`src/rtl/gate_bist_pkg.sv`:
```
// Shared definitions for the two-input gates self-test: FSM states,
// bit positions of each gate output, and the golden response table.
package gate_bist_pkg;

    typedef enum logic [1:0] {
        IDLE   = 2'd0,
        SETTLE = 2'd1,
        SAMPLE = 2'd2,
        DONE   = 2'd3
    } bist_state_t;

    // Bit position of each gate output on the 8-bit response bus
    localparam int AND_B  = 0;
    localparam int OR_B   = 1;
    localparam int NOTA_B = 2;
    localparam int NOTB_B = 3;
    localparam int NAND_B = 4;
    localparam int NOR_B  = 5;
    localparam int XOR_B  = 6;
    localparam int XNOR_B = 7;

    localparam int NUM_VEC = 4;
    localparam logic [1:0] LAST_VEC = 2'd3;

    // Expected gate responses indexed by vec = {a,b}
    localparam logic [7:0] GOLDEN [NUM_VEC] = '{8'hBC, 8'h56, 8'h5A, 8'h83};

endpackage

```
`src/rtl/gate_bist_expect.sv`:
```
// Combinational golden model of the gates block: derives the expected
// 8-bit response from the gate equations for the applied vector {a,b}.
module gate_bist_expect
    import gate_bist_pkg::*;
(
    input  logic [1:0] vec,
    output logic [7:0] expected
);

    logic a;
    logic b;

    assign a = vec[1];
    assign b = vec[0];

    // Evaluate every gate equation for the current vector
    always_comb begin
        expected         = '0;
        expected[AND_B]  = a & b;
        expected[OR_B]   = a | b;
        expected[NOTA_B] = ~a;
        expected[NOTB_B] = ~b;
        expected[NAND_B] = ~(a & b);
        expected[NOR_B]  = ~(a | b);
        expected[XOR_B]  = a ^ b;
        expected[XNOR_B] = ~(a ^ b);
    end

endmodule

```
`src/rtl/gate_bist.sv`:
```
// Built-in self-test for the two-input gates block. Walks a/b through
// 00, 01, 10, 11, waits for each vector to settle, compares the gate
// outputs against the golden model and keeps error/first-failure results.
module gate_bist
    import gate_bist_pkg::*;
#(
    parameter int SETTLE_CYCLES = 2,
    parameter int ERR_CNT_W     = 3
) (
    input  logic                 clk,
    input  logic                 rst,
    input  logic                 start,
    output logic                 a_out,
    output logic                 b_out,
    input  logic [7:0]           gate_in,
    output logic                 busy,
    output logic                 done,
    output logic                 pass,
    output logic [ERR_CNT_W-1:0] err_count,
    output logic [1:0]           fail_vec,
    output logic [7:0]           fail_mask
);

    // Settle counter only needs to reach SETTLE_CYCLES-1
    localparam int CNT_W = (SETTLE_CYCLES > 1) ? $clog2(SETTLE_CYCLES) : 1;
    localparam logic [CNT_W-1:0] CNT_LAST = CNT_W'(SETTLE_CYCLES - 1);
    localparam logic [ERR_CNT_W-1:0] ERR_MAX = '1;

    bist_state_t      state_reg;
    logic [1:0]       vec_reg;
    logic [CNT_W-1:0] cnt_reg;

    logic [7:0] expected;
    logic [7:0] diff;
    logic       mismatch;
    logic       first_fail;
    logic [1:0] vec_next;

    gate_bist_expect u_expect (
        .vec      (vec_reg),
        .expected (expected)
    );

    // Response comparison; only consumed while in SAMPLE
    always_comb begin
        diff       = gate_in ^ expected;
        mismatch   = (diff != 8'h00);
        // err_count saturates at a nonzero value, so zero means "no failure yet"
        first_fail = mismatch && (err_count == '0);
        vec_next   = vec_reg + 2'd1;
    end

    // Sequencer: stimulus, settle timing, sampling and result capture
    always_ff @(posedge clk or posedge rst) begin
        if (rst) begin
            state_reg <= IDLE;
            vec_reg   <= 2'd0;
            cnt_reg   <= '0;
            a_out     <= 1'b0;
            b_out     <= 1'b0;
            busy      <= 1'b0;
            done      <= 1'b0;
            pass      <= 1'b0;
            err_count <= '0;
            fail_vec  <= 2'd0;
            fail_mask <= 8'h00;
        end else begin
            case (state_reg)
                IDLE, DONE: begin
                    if (start) begin
                        state_reg <= SETTLE;
                        vec_reg   <= 2'd0;
                        cnt_reg   <= '0;
                        a_out     <= 1'b0;
                        b_out     <= 1'b0;
                        busy      <= 1'b1;
                        done      <= 1'b0;
                        pass      <= 1'b0;
                        err_count <= '0;
                        fail_vec  <= 2'd0;
                        fail_mask <= 8'h00;
                    end
                end

                SETTLE: begin
                    if (cnt_reg == CNT_LAST) begin
                        cnt_reg   <= '0;
                        state_reg <= SAMPLE;
                    end else begin
                        cnt_reg <= cnt_reg + 1'b1;
                    end
                end

                SAMPLE: begin
                    if (mismatch && (err_count != ERR_MAX)) begin
                        err_count <= err_count + 1'b1;
                    end
                    if (first_fail) begin
                        fail_vec  <= vec_reg;
                        fail_mask <= diff;
                    end
                    if (vec_reg == LAST_VEC) begin
                        state_reg <= DONE;
                        busy      <= 1'b0;
                        done      <= 1'b1;
                        pass      <= (err_count == '0) && !mismatch;
                    end else begin
                        // Next vector is driven on the same edge that leaves SAMPLE
                        state_reg <= SETTLE;
                        vec_reg   <= vec_next;
                        a_out     <= vec_next[1];
                        b_out     <= vec_next[0];
                    end
                end

                default: begin
                    state_reg <= IDLE;
                    busy      <= 1'b0;
                end
            endcase
        end
    end

endmodule

```
`config.mk`:
```
export PLATFORM = sky130hd
export DESIGN_NAME = gate_bist
export DESIGN_NICKNAME = d
export VERILOG_FILES = /design/src/rtl/gate_bist_pkg.sv /design/src/rtl/gate_bist_expect.sv /design/src/rtl/gate_bist.sv
export SDC_FILE = /design/constraint.sdc
export NUM_CORES = 1
export LEC_CHECK = 0
export CAP_MARGIN = 20
export CORE_MARGIN = 2
export CORE_UTILIZATION = 55
export DETAILED_ROUTE_END_ITERATION = 10
export DONT_BUFFER_PORTS = 1
export PLACE_DENSITY = 0.69
export SYNTH_ARGS = -nofsm -noshare
export SYNTH_HDL_FRONTEND = slang
export SYNTH_SLANG_ARGS = --single-unit
export TNS_END_PERCENT = 1
```
`constraint.sdc`:
```
create_clock -name clk -period 2.73 [get_ports clk]
set_input_delay 0 -clock clk [delete_from_list [all_inputs] [get_ports clk]]
set_output_delay 0 -clock clk [all_outputs]
set_load 0.01 [all_outputs]
```
Yosys cells after proc, flatten, opt, wreduce, memory -nomap -nowiden
Cells that the tools add are included.
{ "op_classes": {"add_sub_neg": 3, "n_eq_ne": 11, "mux": 29, "bitwise_logic": 9, "n_reduce_logical": 16} }
{ "ops": {"columns": ["operator", "n"], "rows": [
  ["$mux 8", 2],
  ["$pmux 8 s2", 1],
  ["$mux 2", 6],
  ["$ne 2x2->1 const B", 6],
  ["$pmux 1 s2", 6],
  ["$reduce_and 3->1", 4],
  ["$mux 1", 8],
  ["$pmux 2 s2", 2],
  ["$reduce_bool 8->1", 1],
  ["$xor 8x8->8", 1],
  ["$eq 2x2->1 const B", 3],
  ["$mux 3", 2],
  ["$pmux 2 s3", 1],
  ["$pmux 3 s2", 1],
  ["$not 1->1", 5],
  ["$reduce_and 2->1", 2],
  ["$reduce_bool 2->1", 2],
  ["$add 3x1->3 const B", 1],
  ["$logic_and 1x1->1", 3],
  ["$logic_not 3->1", 1],
  ["$ne 3x3->1 const B", 1],
  ["$add 2x1->2 const B", 1],
  ["$eq 2x1->1 const B", 1],
  ["$logic_not 2->1", 1],
  ["other kinds (6)", 6]
]} }
{ "totals": {"ff_bits": 23, "input_bits": 11, "out_inout_bits": 18, "word_cells": 79} }

Depth between registers and ports, before layout
Gate-level depths: netlist of the first run.
{ "depth": {"ltp_word": 8, "ltp_mapped": 7, "ltp_nobuf": 6} }

Modules after synthesis
From an unflattened synthesis of the first run, not the netlist that was laid out.
{ "hier_totals": {"hier_cells": 133, "area_unflattened_um2": 1270.0} }
{ "by_module_without_submodules": {"columns": ["mod", "instances", "cells_per_inst", "area_each_um2", "seq_area_each_um2"], "rows": [
  ["gate_bist", 1, 124, 1201.2, 525.5],
  ["gate_bist_expect", 1, 9, 68.8, 0.0]
]} }

Worst setup path after synthesis of the first run
Ideal clock, no wire load.
{ "synth_timing": {"path_type": "reg2reg", "startpoint": "reg vec_reg[1]", "endpoint": "reg fail_mask[0]", "t_arrival_ns": 2.070, "required_time_ns": 2.651, "setup_slack_ns": 0.581, "stages_incl_launch_ff": 8, "cell_sequence": "dfrtp_1 -> inv_1 -> ha_1 -> or3b_1 -> a211o_1 -> o21ai_2 -> buf_6 -> mux2i_1"} }
{ "synth_between": {"elab_chain_len": 7, "word_cells_on_any_way": 14} }
{ "synth_lines": {"columns": ["element", "line", "text"], "rows": [
  ["from (decl)", "gate_bist.sv:30", "logic [1:0] vec_reg;"],
  ["from (signal assigned)", "gate_bist.sv:110", "vec_reg <= vec_next;"],
  ["$and 1x1->1, or another cell as far along", "gate_bist_expect.sv:19, gate_bist_expect.sv:23", null],
  ["$not 1->1 (on tied branches)", "gate_bist_expect.sv:23, gate_bist_expect.sv:24, gate_bist_expect.sv:26", null],
  ["$xor 8x8->8 (*)", "gate_bist.sv:46", "diff = gate_in ^ expected;"],
  ["$reduce_bool 8->1", "gate_bist.sv:47", "mismatch = (diff != 8'h00);"],
  ["$logic_and 1x1->1", "gate_bist.sv:49", "first_fail = mismatch && (err_count == '0);"],
  ["$ne 2x2->1 (no source line)", null, null],
  ["$reduce_and 3->1 (no source line)", null, null],
  ["to (signal assigned)", "gate_bist.sv:100", "fail_mask <= diff;"],
  ["to (decl)", "gate_bist.sv:21", "output logic [7:0] fail_mask"]
]} }
Every way passes the cells marked *; elsewhere a longest branch is shown, timed or not. The select of a mux whose other input is x is not followed.
A chain may end at the register's enable or synchronous reset.

Final worst setup path of the first run
{ "layout_timing": {"startpoint": "reg vec_reg[1]", "endpoint": "reg fail_mask[7]"} }
The elaborated chain is that of the path after synthesis.

==> flow_summary.json, run 1 <==
{
  "p_comb_frac": 0.517,
  "place_ws_ns": 0.351,
  "cts_sinks": 21,
  "netlist_area_sq_um": 1270,
  "crit_arrival_ns": 2.68,
  "htreeDepth": 1,
  "clockBufferDepth": 2,
  "nFillCells": 177,
  "maxSlewViolCount": 0,
  "hold_class": "in -> reg",
  "core_area_sq_um": 2190,
  "gp_congestion": 0.822,
  "p_sw_frac": 0.445,
  "vias": 952,
  "drv_cap": 0,
  "postCtsHoldBufs": 8,
  "netlist_instances": 136,
  "cts-resized-gates": 0,
  "grt_pass1_wl_um": 4300,
  "top_regs": "fail_mask: 8 flops, err_count: 3 flops",
  "rsz0062_at_grt": "false",
  "worst_slack_ns": 0.271,
  "path_clk_slew_ns": 0.12,
  "slowest_delay_ns": 0.55,
  "dieArea_sq_um": 2700,
  "regMostFlops": "fail_mask",
  "synth_edf_count": 0,
  "gr-total-overflow": 0,
  "routedWlPerCell_um": 15.0,
  "ys_warn_count": 0,
  "cp.required_ns": 2.95,
  "numCtsBuffers": 3,
  "dieWidth_um": 52.0,
  "powerDensity_nw_per_um2": 851,
  "switching_power_w": 0.000535,
  "intPower_w": 0.000667,
  "clock-skew-final_ns": 0.00340,
  "synth.distinct_cells": 33,
  "syn_nets": 155,
  "ys_seq_area_frac": 0.415,
  "fmax_mhz": 407,
  "synth_top_area_share": 0.415,
  "root_buffer": "clkbuf_4",
  "syn_to_final_growth_pct": 11.5,
  "power.share.clock": 0.126,
  "layout-drive-gt1-share": 0.0612,
  "ant_nets": 0,
  "largest_reg_flops": 8,
  "drt-initial-drc-count": 15,
  "status": "complete, no violations",
  "dp_hpwl_um": 1770,
  "slew_headroom": 0.452,
  "ys_async_sr_fraction": 1.00,
  "path_cells": "inv_1 > ha_1 > or3b_1 > a211o_1 > o21ai_2 > mux2i_1",
  "start_util": 0.578,
  "crit_slowest_cell": "o21ai_2",
  "routed_wirelength_um": 2620,
  "grt_util_all_layers": 0.218,
  "seqPwrFrac": 0.357,
  "antenna_found_initial": 0,
  "setup_viol": 0,
  "clk_latency_ns": 0.30,
  "finalCritPeriodShare": 0.901,
  "fp.dieH_um": 52.0,
  "setup_tns_ns": 0,
  "hold_viol_final": 0,
  "tritoncts": "built",
  "fin_nets": 167,
  "criticalPathCategory": "reg -> reg",
  "dr.pass1.iters": 4,
  "synth_commonest_cells": "nand2_1, dfrtp_1, mux2i_1",
  "synth.area.top_cells": "dfrtp_1, nand2_1, mux2i_1, ha_1, xnor2_1",
  "endpoint_kind": "flop",
  "syn_area_per_cell_sq_um": 9.31,
  "startpoint_type": "flop",
  "worst_pin_slew_ns": 0.821,
  "num_io_pins": 29,
  "yosysTopAreaCell": "dfrtp_1",
  "grt_start_max_net_pins": 25,
  "p_leak_nw": 0.677,
  "ys_ff_latch": 21,
  "cp_top_family": "compound AO/OA/AOI/OAI gates",
  "multi_input_area_sq_um": 684,
  "path_max_fanout": 10,
  "crit_buf_inv": 1,
  "post_cts_buffers": 0,
  "vias_per_cell": 5.44,
  "grt_pass1_vias": 1007,
  "synth_flop_cell": "dfrtp_1",
  "port_buffers": 0,
  "vdd_drop_max_v": 0.000561,
  "rows": 17,
  "route.detailed.drc": 0,
  "seq_area_sq_um": 526,
  "yosys.cell_count.top_type": "nand2_1",
  "min_period_ns": 2.46,
  "num_antenna_cells": 0
}
[metal layers]
metal	GRT usage	vias up	wire, um
met3	0.0431	4	113
met1	0.281	442	1230
met2	0.354	17	1250
li1	-	489	-
met4	0.0921	0	32
met5	0	-	0
[area by class of cell]
| class | count | area share |
|---|---|---|
| clock buffers | 4 | 0.0186 |
| repair buffers | 12 | 0.0780 |
| inverters | 8 | 0.0213 |
| flip-flops and latches | 21 | 0.372 |
| well taps | 28 | 0.0248 |
| multi-input cells | 102 | 0.485 |
[placed cells by master, fill, tap and decap left out, drive strengths merged, types with 2 or more instances in the layout]
cell type	instances
dfrtp	21
nor2	3
clkbuf	4
mux2i	11
a31o	2
buf	4
xnor2	5
dlygate4sd3	8
o21ai	11
nand2	31
nor3b	3
ha	8
a21oi	5
inv	8
a22o	2
or2	2
and3b	2
and3	3
xor2	3
[worst register-to-register path, stage by stage (launching register included)]
cell	delay (ns)
dfrtp_1	0.37
inv_1	0.05
ha_1	0.36
or3b_1	0.39
a211o_1	0.35
o21ai_2	0.55
mux2i_1	0.31
[logic make-up (layout without fill, tap and decap cells)]
logic type,after synthesis,in the layout,synth area share
AOI/OAI and AO/OA,25,25,0.125
xor gates and xnor gates,8,8,0.0553
adders and majority gates,8,8,0.0791
buffers and inverters,13,24,0.0445
DFF,21,21,0.415
muxes,11,11,0.0870
and+or+nand+nor,50,50,0.195
[worst paths after layout]
kind	startpoint	to	slack [ns]	cells after the start
min	gate_in[3]	fail_mask[3]	0.1	3
max in group asynchronous	rst	state_reg[0]	1.94	2
min reg2reg	state_reg[1]	state_reg[1]	0.53	2
max	vec_reg[1]	fail_mask[7]	0.27	6
min in group asynchronous	rst	fail_vec[1]	0.28	2
max reg2reg	vec_reg[1]	fail_mask[7]	0.27	6
[metrics by stage]
step | cell area (sq um) | power, W | utilization | instances | hold WS, ns
after floorplan | 1270 | 0.000927 | - | 136 | -0.0235
after global placement | 1310 | 0.00102 | 0.596 | 163 | 0.0823
after detailed placement | 1310 | 0.00105 | 0.596 | 163 | 0.0976
after CTS | 1410 | 0.00121 | 0.644 | 175 | 0.0855
after global routing | 1410 | 0.00130 | 0.644 | 175 | 0.133
final | 1410 | 0.00120 | 0.644 | 175 | 0.0966
[power by group through the flow]
stage,Sequential [W],Clock (W),Combinational [W]
after CTS,0.000430,0.000156,0.000621
after floorplan,0.000440,0,0.000486
after detailed placement,0.000436,0,0.000610
after global placement,0.000433,0,0.000587
final,0.000429,0.000151,0.000621
after global routing,0.000439,0.000164,0.000699
Note: power is estimated with default switching activity, not from simulation.
==> run 2, diff against run 1 <==
clock period = 2.8 ns   (was 2.73 ns; I/O delays follow)
==> run 2 against run 1 <==
Sequential power decreased by 3%. Clock power decreased by 3%. Clock skew increased by 0.0048 ns. Flip-flop and latch count unchanged. Critical path depth unchanged. Design area increased by 0.53%. Via count increased by 0.95%. Non-clock buffer count increased by 1. Hold slack got worse by 0.069 ns. Sequential share of layout area decreased by 0.20 points. Global-route usage increased by 0.11 points. Critical path type unchanged.
==> flow_summary.json, run 2 (same netlist as run 1, synthesis figures left out) <==
{
  "fin_nets": 168,
  "timing.rr.end": "fail_mask[0]",
  "tritoncts": "built",
  "fp.dieH_um": 52.0,
  "crit_slowest_cell": "o21ai_2",
  "worst_pin_slew_ns": 0.797,
  "fmax_mhz": 421,
  "root_buffer": "clkbuf_4",
  "clk_latency_ns": 0.30,
  "path_max_fanout": 10,
  "dr.pass1.iters": 4,
  "cts-resized-gates": 0,
  "hold_viol_final": 0,
  "antenna_found_initial": 0,
  "clock-skew-final_ns": 0.00819,
  "layout_common_cells": "nand2_1, dfrtp_1, mux2i_1",
  "maxSlewViolCount": 0,
  "gr-total-overflow": 0,
  "endpoint_kind": "flop",
  "grt_start_max_net_pins": 25,
  "top_regs": "fail_mask: 8 flops, err_count: 3 flops",
  "hold_class": "in -> reg",
  "num_io_pins": 29,
  "reg2reg_slack_ns": 0.43,
  "final_area_sq_um": 1420,
  "hold_path.startpoint": "start",
  "start_util": 0.578,
  "largest_reg_flops": 8,
  "routedWlPerCell_um": 14.4,
  "dp_hpwl_um": 1830,
  "layout_commonest_cell": "nand2_1",
  "grt_pass1_wl_um": 4390,
  "r2r_start": "vec_reg[0]",
  "route.detailed.drc": 0,
  "vdd_drop_max_v": 0.000438,
  "finalCritPeriodShare": 0.848,
  "grt_util_all_layers": 0.219,
  "setup_viol": 0,
  "crit_arrival_ns": 2.60,
  "hold-path-cell-count": 3,
  "htreeDepth": 1,
  "clockBufferDepth": 2,
  "crit_path_start": "vec_reg[0]",
  "cp_top_family": "compound AO/OA/AOI/OAI gates",
  "p_leak_nw": 0.682,
  "path_clk_slew_ns": 0.12,
  "path_cells": "inv_1 > ha_1 > or3b_1 > a211o_1 > o21ai_2 > mux2i_1",
  "drv_cap": 0,
  "core_area_sq_um": 2190,
  "holdPathEnd": "done",
  "grt_pass1_vias": 1019,
  "ant_nets": 0,
  "vias_per_cell": 5.46,
  "placed_area_sq_um": 1310,
  "min_period_ns": 2.37,
  "syn_to_final_growth_pct": 12.1,
  "slew_headroom": 0.468,
  "rr_worst_depth": 6,
  "port_buffers": 0,
  "cp.required_ns": 3.02,
  "num_antenna_cells": 0,
  "status": "complete, no violations",
  "criticalPathCategory": "reg -> reg",
  "nFillCells": 185,
  "crit_buf_inv": 1,
  "numCtsBuffers": 3,
  "rsz0062_at_grt": "false",
  "layout-drive-gt1-share": 0.0676,
  "rows": 17,
  "routed_wirelength_um": 2540,
  "setup_tns_ns": 0,
  "startpoint_type": "flop",
  "vias": 961,
  "dieWidth_um": 52.0,
  "cts_sinks": 21,
  "gp_congestion": 0.828,
  "powerDensity_nw_per_um2": 836,
  "dieArea_sq_um": 2700,
  "regMostFlops": "fail_mask",
  "slowest_delay_ns": 0.52,
  "drt-initial-drc-count": 3
}
## run 2: cell count changes in the layout (fill, tap and decap cells not counted)
cell and change:
buf_4 +1
## run 2: layer usage
metal  track usage  vias up  wire [um]
met5             0        -          0
met4        0.0702        0         17
met3        0.0402        2        100
met1         0.264      453       1130
li1              -      489          -
met2         0.390       17       1290
## run 2: layout make-up
type                       count  area (sq um)  area share
inverter                       8          30.0      0.0212
multi-input combinational    102           684       0.482
sequential                    21           526       0.370
clock buffer                   4          26.3      0.0185
tap                           28          35.0      0.0247
timing repair buffer          13           118      0.0829
## run 2: timing repair
action,4_1_cts,5_1_grt
buffers inserted,0,0
hold endpoints to repair,28,0
hold buffers,8,0
## run 2: report_power, final
part	switching, W	internal, W	total, W	leakage [nW]
clock network	0.0000921	0.0000554	0.000147	0.0150
logic	0.000375	0.000245	0.000620	0.384
registers	0.0000569	0.000361	0.000418	0.282
total	0.000524	0.000661	0.00119	0.682
## run 2: through the flow
stage | hold WS, ns | std cells | total power (W) | setup slack, ns | util
final | 0.0276 | 176 | 0.00119 | 0.425 | 0.648
after floorplan | -0.0235 | 136 | 0.000903 | 0.651 | -
after CTS | 0.0185 | 176 | 0.00119 | 0.399 | 0.648
after detailed placement | 0.0944 | 164 | 0.00103 | 0.430 | 0.599
after global placement | 0.0814 | 164 | 0.00101 | 0.499 | 0.599
after global routing | 0.0592 | 176 | 0.00129 | 0.247 | 0.648
## run 2: worst max path at each step
| stage | end | slack [ns] | cells past startpoint |
|---|---|---|---|
| 2_1_floorplan | fail_mask[0] | 0.65 | 7 |
| 3_3_place_gp | fail_mask[1] | 0.50 | 6 |
| 3_5_place_dp | fail_mask[4] | 0.43 | 6 |
| 4_1_cts | fail_mask[1] | 0.40 | 6 |
| 5_1_grt | fail_vec[0] | 0.25 | 6 |
| 6_report | fail_mask[0] | 0.43 | 6 |
## run 2: tightest hold or removal path: stages
cell and delay [ns]:
nand2_1 0.11, a21oi_1 0.09, nor2_1 0.10
